`src/rtl/adder_axi_master_if.sv`:
```
// adder_axi_master_if: AXI4-Lite bus between the adder sequencer and its slave, with 1-bit responses
interface adder_axi_master_if #(
    parameter int DATA_WIDTH = 32,
    parameter int ADDR_WIDTH = 8
);
    logic [ADDR_WIDTH-1:0]   awaddr;
    logic                    awvalid;
    logic                    awready;
    logic [DATA_WIDTH-1:0]   wdata;
    logic [DATA_WIDTH/8-1:0] wstrb;
    logic                    wvalid;
    logic                    wready;
    logic                    bresp;
    logic                    bvalid;
    logic                    bready;
    logic [ADDR_WIDTH-1:0]   araddr;
    logic                    arvalid;
    logic                    arready;
    logic [DATA_WIDTH-1:0]   rdata;
    logic                    rresp;
    logic                    rvalid;
    logic                    rready;

    modport master (
        output awaddr, awvalid, wdata, wstrb, wvalid, bready, araddr, arvalid, rready,
        input  awready, wready, bresp, bvalid, arready, rdata, rresp, rvalid
    );

    modport slave (
        input  awaddr, awvalid, wdata, wstrb, wvalid, bready, araddr, arvalid, rready,
        output awready, wready, bresp, bvalid, arready, rdata, rresp, rvalid
    );
endinterface

```
`src/rtl/adder_axi_master.sv`:
```
// adder_axi_master: writes an operand pair to the adder slave over AXI4-Lite and reads the sum back
module adder_axi_master #(
    parameter int                    DATA_WIDTH     = 32,
    parameter int                    ADDR_WIDTH     = 8,
    parameter logic [ADDR_WIDTH-1:0] OPA_ADDR       = 'h0,
    parameter logic [ADDR_WIDTH-1:0] OPB_ADDR       = 'h4,
    parameter logic [ADDR_WIDTH-1:0] RES_ADDR       = 'h8,
    parameter int                    TIMEOUT_CYCLES = 255
) (
    input  logic                  m1_axi_aclk,
    input  logic                  m1_axi_aresetn,
    input  logic                  cmd_valid,
    output logic                  cmd_ready,
    input  logic [DATA_WIDTH-1:0] cmd_a,
    input  logic [DATA_WIDTH-1:0] cmd_b,
    output logic                  res_valid,
    input  logic                  res_ready,
    output logic [DATA_WIDTH-1:0] res_sum,
    output logic                  res_err,
    output logic                  res_timeout,
    adder_axi_master_if.master    m1_axi
);
    localparam logic [2:0] IDLE      = 3'd0;
    localparam logic [2:0] WR_A      = 3'd1;
    localparam logic [2:0] WR_A_RESP = 3'd2;
    localparam logic [2:0] WR_B      = 3'd3;
    localparam logic [2:0] WR_B_RESP = 3'd4;
    localparam logic [2:0] RD_ADDR   = 3'd5;
    localparam logic [2:0] RD_DATA   = 3'd6;
    localparam logic [2:0] DONE      = 3'd7;
    localparam logic [7:0] TMAX      = 8'(TIMEOUT_CYCLES - 1);

    logic [2:0]            state;
    logic [DATA_WIDTH-1:0] opb;
    logic [7:0]            tcnt;
    logic                  aw_done, w_done;
    logic                  aw_hs, w_hs, b_hs, ar_hs, r_hs;
    logic                  wr_state, wr_fin, busy, advance, expire;

    assign m1_axi.wstrb = '1;

    always_comb begin
        aw_hs    = m1_axi.awvalid & m1_axi.awready;
        w_hs     = m1_axi.wvalid & m1_axi.wready;
        b_hs     = m1_axi.bvalid & m1_axi.bready;
        ar_hs    = m1_axi.arvalid & m1_axi.arready;
        r_hs     = m1_axi.rvalid & m1_axi.rready;
        wr_state = state == WR_A || state == WR_B;
        wr_fin   = wr_state && (aw_done || aw_hs) && (w_done || w_hs);
        busy     = state != IDLE && state != DONE;
        advance  = wr_fin || b_hs || ar_hs || r_hs;
        // a handshake landing on the last allowed cycle still wins over the abort
        expire   = busy && !advance && tcnt == TMAX;
    end

    always_ff @(posedge m1_axi_aclk or negedge m1_axi_aresetn) begin
        if (!m1_axi_aresetn) begin
            state          <= IDLE;
            opb            <= '0;
            tcnt           <= '0;
            aw_done        <= 1'b0;
            w_done         <= 1'b0;
            cmd_ready      <= 1'b1;
            res_valid      <= 1'b0;
            res_sum        <= '0;
            res_err        <= 1'b0;
            res_timeout    <= 1'b0;
            m1_axi.awaddr  <= '0;
            m1_axi.awvalid <= 1'b0;
            m1_axi.wdata   <= '0;
            m1_axi.wvalid  <= 1'b0;
            m1_axi.bready  <= 1'b0;
            m1_axi.araddr  <= '0;
            m1_axi.arvalid <= 1'b0;
            m1_axi.rready  <= 1'b0;
        end else begin
            tcnt <= (advance || !busy) ? '0 : tcnt + 1'b1;
            if (expire) begin
                state          <= DONE;
                aw_done        <= 1'b0;
                w_done         <= 1'b0;
                m1_axi.awvalid <= 1'b0;
                m1_axi.wvalid  <= 1'b0;
                m1_axi.bready  <= 1'b0;
                m1_axi.arvalid <= 1'b0;
                m1_axi.rready  <= 1'b0;
                res_sum        <= '0;
                res_timeout    <= 1'b1;
                res_valid      <= 1'b1;
            end else begin
                case (state)
                    IDLE: if (cmd_valid && cmd_ready) begin
                        state          <= WR_A;
                        cmd_ready      <= 1'b0;
                        opb            <= cmd_b;
                        res_err        <= 1'b0;
                        res_timeout    <= 1'b0;
                        m1_axi.awaddr  <= OPA_ADDR;
                        m1_axi.wdata   <= cmd_a;
                        m1_axi.awvalid <= 1'b1;
                        m1_axi.wvalid  <= 1'b1;
                    end
                    WR_A, WR_B: begin
                        if (aw_hs) m1_axi.awvalid <= 1'b0;
                        if (w_hs) m1_axi.wvalid <= 1'b0;
                        aw_done <= !wr_fin && (aw_done || aw_hs);
                        w_done  <= !wr_fin && (w_done || w_hs);
                        if (wr_fin) begin
                            state         <= state == WR_A ? WR_A_RESP : WR_B_RESP;
                            m1_axi.bready <= 1'b1;
                        end
                    end
                    WR_A_RESP, WR_B_RESP: if (b_hs) begin
                        res_err       <= res_err | m1_axi.bresp;
                        m1_axi.bready <= 1'b0;
                        if (state == WR_A_RESP) begin
                            state          <= WR_B;
                            m1_axi.awaddr  <= OPB_ADDR;
                            m1_axi.wdata   <= opb;
                            m1_axi.awvalid <= 1'b1;
                            m1_axi.wvalid  <= 1'b1;
                        end else begin
                            state          <= RD_ADDR;
                            m1_axi.araddr  <= RES_ADDR;
                            m1_axi.arvalid <= 1'b1;
                        end
                    end
                    RD_ADDR: if (ar_hs) begin
                        state          <= RD_DATA;
                        m1_axi.arvalid <= 1'b0;
                        m1_axi.rready  <= 1'b1;
                    end
                    RD_DATA: if (r_hs) begin
                        state         <= DONE;
                        res_sum       <= m1_axi.rdata;
                        res_err       <= res_err | m1_axi.rresp;
                        m1_axi.rready <= 1'b0;
                        res_valid     <= 1'b1;
                    end
                    DONE: if (res_ready) begin
                        state     <= IDLE;
                        res_valid <= 1'b0;
                        cmd_ready <= 1'b1;
                    end
                    default: state <= IDLE;
                endcase
            end
        end
    end
endmodule

```
`src/flat_wrapper.sv`:
```
// flat-port wrapper written by rule: the top's interface ports become plain ports
module adder_axi_master_flat 
#(
    parameter int                    DATA_WIDTH     = 32,
    parameter int                    ADDR_WIDTH     = 8,
    parameter logic [ADDR_WIDTH-1:0] OPA_ADDR       = 'h0,
    parameter logic [ADDR_WIDTH-1:0] OPB_ADDR       = 'h4,
    parameter logic [ADDR_WIDTH-1:0] RES_ADDR       = 'h8,
    parameter int                    TIMEOUT_CYCLES = 255
)
  (m1_axi_aclk, m1_axi_aresetn, cmd_valid, cmd_ready, cmd_a, cmd_b, res_valid, res_ready, res_sum, res_err, res_timeout, m1_axi_awaddr, m1_axi_awvalid, m1_axi_wdata, m1_axi_wstrb, m1_axi_wvalid, m1_axi_bready, m1_axi_araddr, m1_axi_arvalid, m1_axi_rready, m1_axi_awready, m1_axi_wready, m1_axi_bresp, m1_axi_bvalid, m1_axi_arready, m1_axi_rdata, m1_axi_rresp, m1_axi_rvalid);
  adder_axi_master_if #(.DATA_WIDTH(DATA_WIDTH), .ADDR_WIDTH(ADDR_WIDTH)) m1_axi_i ();
  input  logic m1_axi_aclk;
  input  logic m1_axi_aresetn;
  input  logic cmd_valid;
  output logic cmd_ready;
  input  logic [DATA_WIDTH-1:0] cmd_a;
  input  logic [DATA_WIDTH-1:0] cmd_b;
  output logic res_valid;
  input  logic res_ready;
  output logic [DATA_WIDTH-1:0] res_sum;
  output logic res_err;
  output logic res_timeout;
  output wire logic [$bits(m1_axi_i.awaddr)-1:0] m1_axi_awaddr;
  output wire logic [$bits(m1_axi_i.awvalid)-1:0] m1_axi_awvalid;
  output wire logic [$bits(m1_axi_i.wdata)-1:0] m1_axi_wdata;
  output wire logic [$bits(m1_axi_i.wstrb)-1:0] m1_axi_wstrb;
  output wire logic [$bits(m1_axi_i.wvalid)-1:0] m1_axi_wvalid;
  output wire logic [$bits(m1_axi_i.bready)-1:0] m1_axi_bready;
  output wire logic [$bits(m1_axi_i.araddr)-1:0] m1_axi_araddr;
  output wire logic [$bits(m1_axi_i.arvalid)-1:0] m1_axi_arvalid;
  output wire logic [$bits(m1_axi_i.rready)-1:0] m1_axi_rready;
  input wire logic [$bits(m1_axi_i.awready)-1:0] m1_axi_awready;
  input wire logic [$bits(m1_axi_i.wready)-1:0] m1_axi_wready;
  input wire logic [$bits(m1_axi_i.bresp)-1:0] m1_axi_bresp;
  input wire logic [$bits(m1_axi_i.bvalid)-1:0] m1_axi_bvalid;
  input wire logic [$bits(m1_axi_i.arready)-1:0] m1_axi_arready;
  input wire logic [$bits(m1_axi_i.rdata)-1:0] m1_axi_rdata;
  input wire logic [$bits(m1_axi_i.rresp)-1:0] m1_axi_rresp;
  input wire logic [$bits(m1_axi_i.rvalid)-1:0] m1_axi_rvalid;
  assign m1_axi_awaddr = m1_axi_i.awaddr;
  assign m1_axi_awvalid = m1_axi_i.awvalid;
  assign m1_axi_wdata = m1_axi_i.wdata;
  assign m1_axi_wstrb = m1_axi_i.wstrb;
  assign m1_axi_wvalid = m1_axi_i.wvalid;
  assign m1_axi_bready = m1_axi_i.bready;
  assign m1_axi_araddr = m1_axi_i.araddr;
  assign m1_axi_arvalid = m1_axi_i.arvalid;
  assign m1_axi_rready = m1_axi_i.rready;
  assign m1_axi_i.awready = m1_axi_awready;
  assign m1_axi_i.wready = m1_axi_wready;
  assign m1_axi_i.bresp = m1_axi_bresp;
  assign m1_axi_i.bvalid = m1_axi_bvalid;
  assign m1_axi_i.arready = m1_axi_arready;
  assign m1_axi_i.rdata = m1_axi_rdata;
  assign m1_axi_i.rresp = m1_axi_rresp;
  assign m1_axi_i.rvalid = m1_axi_rvalid;
  adder_axi_master #(.DATA_WIDTH(DATA_WIDTH), .ADDR_WIDTH(ADDR_WIDTH), .OPA_ADDR(OPA_ADDR), .OPB_ADDR(OPB_ADDR), .RES_ADDR(RES_ADDR), .TIMEOUT_CYCLES(TIMEOUT_CYCLES)) u_core (.m1_axi_aclk(m1_axi_aclk), .m1_axi_aresetn(m1_axi_aresetn), .cmd_valid(cmd_valid), .cmd_ready(cmd_ready), .cmd_a(cmd_a), .cmd_b(cmd_b), .res_valid(res_valid), .res_ready(res_ready), .res_sum(res_sum), .res_err(res_err), .res_timeout(res_timeout), .m1_axi(m1_axi_i));
endmodule
```
`config.mk`:
```
export PLATFORM = sky130hd
export DESIGN_NAME = adder_axi_master_flat
export DESIGN_NICKNAME = d
export VERILOG_FILES = /design/src/rtl/adder_axi_master_if.sv /design/src/rtl/adder_axi_master.sv /design/src/flat_wrapper.sv
export SDC_FILE = /design/constraint.sdc
export NUM_CORES = 1
export LEC_CHECK = 0
export BUFFER_PORTS_ARGS = -buffer_cell sky130_fd_sc_hd__buf_4
export CAP_MARGIN = 30
export CORE_MARGIN = 1
export CORE_UTILIZATION = 31
export CTS_CLUSTER_SIZE = 40
export DETAILED_ROUTE_END_ITERATION = 8
export PLACE_DENSITY = 0.58
export SETUP_SLACK_MARGIN = 0.3
export SLEW_MARGIN = 20
export SYNTH_ARGS = -nofsm -noshare
export SYNTH_HDL_FRONTEND = slang
export SYNTH_SLANG_ARGS = --single-unit
```
`constraint.sdc`:
```
create_clock -name m1_axi_aclk -period 2.17 [get_ports m1_axi_aclk]
set_clock_uncertainty 0.2 [all_clocks]
set_input_delay 0.1085 -clock m1_axi_aclk [delete_from_list [all_inputs] [get_ports m1_axi_aclk]]
set_output_delay 0.1085 -clock m1_axi_aclk [all_outputs]
set_load 0.005 [all_outputs]
```
==> impl_metrics.env, run 1 <==
export IMPL_fillers=1356
export IMPL_yosysSeqAreaShare=0.560
export IMPL_start_util=0.320
export IMPL_worst_path_most_repeated_cell="buf_6"
export IMPL_dieArea_um2=17800
export IMPL_arrival_ns=2.29
export IMPL_vias=5020
export IMPL_ys_seq_elements=120
export IMPL_dpl_hpwl_mm=9.93
export IMPL_die_h_um=134
export IMPL_p_leak_nw=4.45
export IMPL_final_nets=950
export IMPL_whs_ns=0.0162
export IMPL_cts_buffers=17
export IMPL_ys_warn_count=0
export IMPL_track_usage=0.183
export IMPL_max_stage_delay_ns=0.41
export IMPL_final_cell_area_um2=9340
export IMPL_synth_largest_area_cell="dfrtp_1"
export IMPL_drc=0
export IMPL_timing_final_crit_share=1.01
export IMPL_synthCells=508
export IMPL_powerDensity_nw_per_um2=1320
export IMPL_cp_start_kind="flip-flop"
export IMPL_clkTransAtPathRegs_ns=0.05
export IMPL_dr_pass1_iters=4
export IMPL_grt_pass1_wl_mm=25.7
export IMPL_endpoint_kind="flip-flop"
export IMPL_drive_above_1_share=0.402
export IMPL_h_tree_depth=4
export IMPL_core_area_um2=16800
export IMPL_dpl_instance_area_um2=7160
export IMPL_cp_top_family="simple AND/OR/NAND/NOR gates"
export IMPL_core_rowCount=47
export IMPL_n_antenna_cell=0
export IMPL_violations="negative setup slack"
export IMPL_worst_slack_ns=-0.0214
export IMPL_synth_distinct_cells=45
export IMPL_grt_max_degree=77
export IMPL_rsz0062_at_grt="true"
export IMPL_async_reset_ff_frac=1.00
export IMPL_io_buffers=181
export IMPL_placedCellCount=910
export IMPL_fmax_mhz=456
export IMPL_routedWlPerCell_um=15.6
export IMPL_finalMaxSlewViolations=0
export IMPL_io_pins=200
export IMPL_worstSetupPathType="flip-flop to flip-flop"
export IMPL_clockBufferDepth=2
export IMPL_synth_area_um2=5360
export IMPL_drt_iter0_drc=156
export IMPL_hold_class="input port to asynchronous set/reset pin"
export IMPL_routabilityCongestion=0.812
export IMPL_syn_area_per_cell_um2=10.6
export IMPL_netlist_area_leader_share=0.555
export IMPL_drtAntennaViolNets=0
export IMPL_ir_drop_uv=659
export IMPL_cp_buffers_inverters=4
export IMPL_ys_top_cells_by_area="dfrtp_1 (56%), a21oi_1 (7.1%), mux2_2 (6.9%)"
export IMPL_drt_wl_total_mm=16.7
export IMPL_finalHoldViolations=0
export IMPL_clock_sinks=120
export IMPL_ys_flop_type="dfrtp_1"
export IMPL_synth_edf_count=0
export IMPL_overflow=0
export IMPL_grt_pass1_vias=5332
export IMPL_outcome="complete, but fails checks"
export IMPL_syn2layout_area_growth_pct=74.2
export IMPL_regArea_um2=3000
export IMPL_setup_violations=17
export IMPL_multiInputGateArea_um2=2360
export IMPL_final_util=0.557
export IMPL_die_w_um=134
export IMPL_cap_violations=0
export IMPL_root_buffer="clkbuf_16"
export IMPL_insertion_delay_ns=0.41
export IMPL_fin_cells=1069
export IMPL_antenna_found_initial=0
export IMPL_vias_per_cell=4.70
export IMPL_required_ns=2.27
export IMPL_cp_max_fo=5
export IMPL_worstPathCellList="ha_2 -> and2_1 -> or2_1 -> buf_6 -> nor4_4 -> buf_6 -> buf_12 -> clkbuf_16 -> a21oi_2"
export IMPL_cts_tree="done"
export IMPL_cpMaxStageDelayCell="dfrtp_1"
export IMPL_post_route_min_period_ns=2.19
[worst paths after layout]
kind | slack, ns | startpoint | to | cells after the start
worst min register to register | 0.30 | u_core.m1_axi.araddr[3] | u_core.m1_axi.araddr[3] | 1
min in group m1_axi_aclk | 0.03 | m1_axi_bvalid | u_core.m1_axi.araddr[3] | 4
worst max-delay path | -0.02 | u_core.state[0] | u_core.res_sum[17] | 9
max in group asynchronous | 1.33 | m1_axi_aresetn | u_core.m1_axi.wdata[10] | 3
worst min-delay path | 0.02 | m1_axi_aresetn | u_core.opb[23] | 3
worst max register to register | -0.02 | u_core.state[0] | u_core.res_sum[17] | 9
[through the flow]
step                power, mW  worst slack, ns  TNS (ns)
floorplan                6.30           -0.144    -0.562
global placement         8.29          -0.0138   -0.0275
detailed placement       8.45          -0.0809     -2.39
CTS                      12.0         -0.00124  -0.00173
global route             13.0          -0.0900     -3.02
finish                   12.3          -0.0214    -0.191
[tightest hold or removal path, stage by stage]
cell	delay (ns)
dlygate4sd3_1	0.52
buf_4	0.13
buf_12	0.24
[flip-flops by register name (all words and copies together) (netlist names), 3 cells and up]
register and count:
u_core.opb 32, u_core.m1_axi.wdata 32, u_core.state 3, u_core.res_sum 32
u_core.tcnt 8
[cell type report]
cell class / count / share of cell area
Tap cell: 220 / 0.0295
Timing Repair Buffer: 340 / 0.330
Sequential cell: 120 / 0.322
Clock buffer: 24 / 0.0516
Clock inverter: 7 / 0.0126
Inverter: 5 / 0.00201
Multi-Input combinational cell: 353 / 0.253
[cells in the mapped netlist (all sizes together) (2+ instances only)]
library cell  number
dfrtp            119
nand2             77
a21oi             76
nor2              48
mux2              33
mux2i             33
buf               31
clkbuf            15
nand3             12
o21ai              7
ha                 6
inv                5
xor2               5
nand4              3
nor2b              3
a21boi             2
a311oi             2
a32o               2
a41oi              2
and3               2
conb               2
nor3               2
nor3b              2
nor4               2
o21bai             2
or2                2
[layer usage]
| metal | track usage | up-vias | part of all wire |
|---|---|---|---|
| li1 | - | 2371 | - |
| met1 | 0.213 | 2452 | 0.42 |
| met2 | 0.311 | 179 | 0.50 |
| met3 | 0.0605 | 18 | 0.065 |
| met4 | 0.0732 | 0 | 0.011 |
| met5 | 0 | - | 0 |
[what timing repair did]
item / CTS / global route
resized for setup: 27 / 31
hold buffers: 105 / 0
setup buffers: 10 / 5
setup endpoints to repair: 86 / 100
pin swaps: 8 / 6
hold endpoints to repair: 225 / 0
gates cloned: 2 / 6
[power breakdown]
group / internal, mW / switching, mW
Combinational: 3.05 / 2.41
Sequential: 3.30 / 0.655
Clock: 1.89 / 0.987
[layout by cell type (no fill, tap or decap), types with 3 or more instances in the layout]
cell	netlist	final
buf_4	18	213
dfrtp_1	119	119
dlygate4sd3_1	0	105
nand2_1	77	77
a21oi_1	76	63
nor2_1	48	42
mux2_2	33	32
mux2i_1	33	32
clkbuf_16	0	22
conb_1	2	18
a21oi_2	0	11
nand3_1	12	10
buf_12	0	9
nor2_2	0	6
xor2_1	5	5
o21ai_0	7	5
buf_6	2	5
clkbuf_1	15	4
inv_2	0	3
nand4_1	3	3
clkbuf_8	0	3
bufinv_16	0	3
clkinvlp_4	0	3
[cells by family (layout without fill, tap and decap cells)]
kind of cell	Yosys count	count (layout)	synth area share
multiplexers	66	66	0.131
adder cells (fa/ha/maj)	6	6	0.0140
AND/OR/NAND/NOR	157	157	0.125
flip-flops	120	120	0.560
XOR/XNOR	6	6	0.00980
buffers and inverters	51	376	0.0537
other	2	18	0.00140
AO/OA/AOI/OAI	100	100	0.105
(Power assumes the default switching activity.)
==> inputs of run 2 (changes only) <==
--- a/config.mk
+++ b/config.mk
@@ -11,7 +11,7 @@
 export CORE_UTILIZATION = 31
 export CTS_CLUSTER_SIZE = 40
 export DETAILED_ROUTE_END_ITERATION = 8
-export PLACE_DENSITY = 0.58
+export PLACE_DENSITY = 0.56
 export SETUP_SLACK_MARGIN = 0.3
 export SLEW_MARGIN = 20
 export SYNTH_ARGS = -nofsm -noshare
==> constraint.sdc (replaced) <==
create_clock -name m1_axi_aclk -period 2.7 [get_ports m1_axi_aclk]
set_clock_uncertainty 0.2 [all_clocks]
set_input_delay 0.135 -clock m1_axi_aclk [delete_from_list [all_inputs] [get_ports m1_axi_aclk]]
set_output_delay 0.135 -clock m1_axi_aclk [all_outputs]
set_load 0.005 [all_outputs]
==> run 2 against run 1 <==
Against the previous run: the flow now finishes without violations; global-route usage down 0.42 points; via count down 3.6%; critical path depth down 2; design area down 6.5%; total power down 25%; clock power down 17%; die area unchanged; register-to-register slack better by 0.39 ns; sequential share of layout area up 2.2 points; setup slack better by 0.39 ns; critical endpoint is now u_core.m1_axi.awvalid; largest power group unchanged.
==> impl_metrics.env, run 2 (synthesis results as in run 1) <==
export IMPL_clock_sinks=120
export IMPL_finalMaxSlewViolations=0
export IMPL_reg2reg_depth=7
export IMPL_ir_drop_uv=490
export IMPL_die_w_um=134
export IMPL_reg2reg_to="u_core.m1_axi.awvalid"
export IMPL_final_nets=912
export IMPL_rrSetupSlack_ns=0.37
export IMPL_required_ns=2.80
export IMPL_n_antenna_cell=0
export IMPL_insertion_delay_ns=0.41
export IMPL_regArea_um2=3000
export IMPL_overflow=0
export IMPL_fin_cells=1032
export IMPL_setup_violations=0
export IMPL_drc=0
export IMPL_drive_above_1_share=0.340
export IMPL_dr_pass1_iters=5
export IMPL_cp_max_fo=5
export IMPL_dieArea_um2=17800
export IMPL_grt_pass1_wl_mm=25.0
export IMPL_final_common_cell="buf_4"
export IMPL_h_tree_depth=4
export IMPL_relSlewSlack=0.652
export IMPL_timing_final_crit_share=0.863
export IMPL_dpl_hpwl_mm=9.63
export IMPL_worstSetupPathType="flip-flop to flip-flop"
export IMPL_worstPathCellList="inv_1 -> ha_1 -> nor2b_1 -> or2_1 -> or3_1 -> or2_4 -> a32o_1"
export IMPL_endpoint_kind="flip-flop"
export IMPL_drtAntennaViolNets=0
export IMPL_reg_largest_list="u_core.m1_axi.wdata x32, u_core.opb x32, u_core.res_sum x32"
export IMPL_p_leak_nw=4.19
export IMPL_multiInputGateArea_um2=2210
export IMPL_cts_buffers=17
export IMPL_core_rowCount=47
export IMPL_antenna_found_initial=0
export IMPL_track_usage=0.179
export IMPL_drt_wl_total_mm=15.7
export IMPL_rr_startpoint="u_core.state[0]"
export IMPL_clkTransAtPathRegs_ns=0.06
export IMPL_die_h_um=134
export IMPL_hold_class="input port to asynchronous set/reset pin"
export IMPL_core_area_um2=16800
export IMPL_outcome="finished, final reports clean"
export IMPL_cp_top_family="simple AND/OR/NAND/NOR gates"
export IMPL_routedWlPerCell_um=15.2
export IMPL_finalHoldViolations=0
export IMPL_post_route_min_period_ns=2.33
export IMPL_setup_tns_final_ns=0
export IMPL_crit_start="u_core.state[0]"
export IMPL_drt_iter0_drc=198
export IMPL_placedCellCount=890
export IMPL_root_buffer="clkbuf_16"
export IMPL_io_buffers=181
export IMPL_final_cell_mix="buf_4 (190), dfrtp_1 (119), dlygate4sd3_1 (106)"
export IMPL_cap_violations=0
export IMPL_max_stage_delay_ns=0.39
export IMPL_grt_max_degree=57
export IMPL_fillers=1456
export IMPL_cts_tree="done"
export IMPL_grt_pass1_vias=5077
export IMPL_cp_start_kind="flip-flop"
export IMPL_rsz0062_at_grt="false"
export IMPL_routabilityCongestion=0.850
export IMPL_powerDensity_nw_per_um2=1060
export IMPL_vias=4837
export IMPL_clockBufferDepth=2
export IMPL_io_pins=200
export IMPL_fmax_mhz=429
export IMPL_cpMaxStageDelayCell="dfrtp_1"
export IMPL_start_util=0.320
export IMPL_vias_per_cell=4.69
export IMPL_arrival_ns=2.43
export IMPL_syn2layout_area_growth_pct=62.9
export IMPL_worst_slew_pin_slew_ns=0.522
export IMPL_cp_buffers_inverters=1
==> run 2: cell types whose count changed in the layout (fill, tap and decap cells not counted), moves of 5 or more <==
cell	before	now
buf_4	213	190
buf_12	9	4
a21oi_2	11	0
a21oi_1	63	76
nor2_2	6	1
nor2_1	42	47
==> run 2: cell type report <==
class | instances | share of cell area
clock buffers | 19 | 0.0519
clock inverters | 13 | 0.0192
inverters | 5 | 0.00215
multi-input cells | 353 | 0.253
flip-flops and latches | 120 | 0.344
well taps | 220 | 0.0315
repair buffers | 302 | 0.298
==> run 2: timing repair <==
action                                  4_1_cts  5_1_grt
endpoints found under the setup margin        3       48
resized for setup                             5        6
pin swaps                                     1        1
hold endpoints to repair                    198        0
hold buffers                                106        0
gates cloned                                  1        0
setup buffers                                 1        2
==> run 2: metal layers <==
| metal | wire length [um] | GRT usage |
|---|---|---|
| met4 | 282 | 0.0720 |
| met1 | 6540 | 0.209 |
| met5 | 0 | 0 |
| met2 | 7640 | 0.302 |
| met3 | 1190 | 0.0613 |
==> run 2: how the worst max path moves through the flow <==
stage	endpoint	slack, ns	depth (start not counted)
floorplan	u_core.m1_axi.awvalid	0.30	9
global placement	u_core.m1_axi.wvalid	0.31	7
detailed placement	u_core.m1_axi.wvalid	0.24	7
CTS	u_core.m1_axi.wvalid	0.32	7
global route	u_core.m1_axi.awvalid	0.28	7
finish	u_core.m1_axi.awvalid	0.37	7
==> run 2: stage by stage <==
stage,power [mW],setup slack [ns],hold slack [ns],util,instance area (um2)
floorplan,4.98,0.300,-0.361,-,5420
global route,9.84,0.278,0.0883,0.521,8730
detailed placement,6.56,0.243,-0.0512,0.416,6970
finish,9.24,0.370,0.0536,0.521,8730
CTS,9.26,0.317,0.0428,0.520,8710
global placement,6.45,0.305,-0.0535,0.416,6970
==> run 2: where the power goes <==
| part | internal (mW) | switching (mW) |
|---|---|---|
| combinational | 1.97 | 1.73 |
| clock | 1.51 | 0.867 |
| sequential | 2.65 | 0.512 |
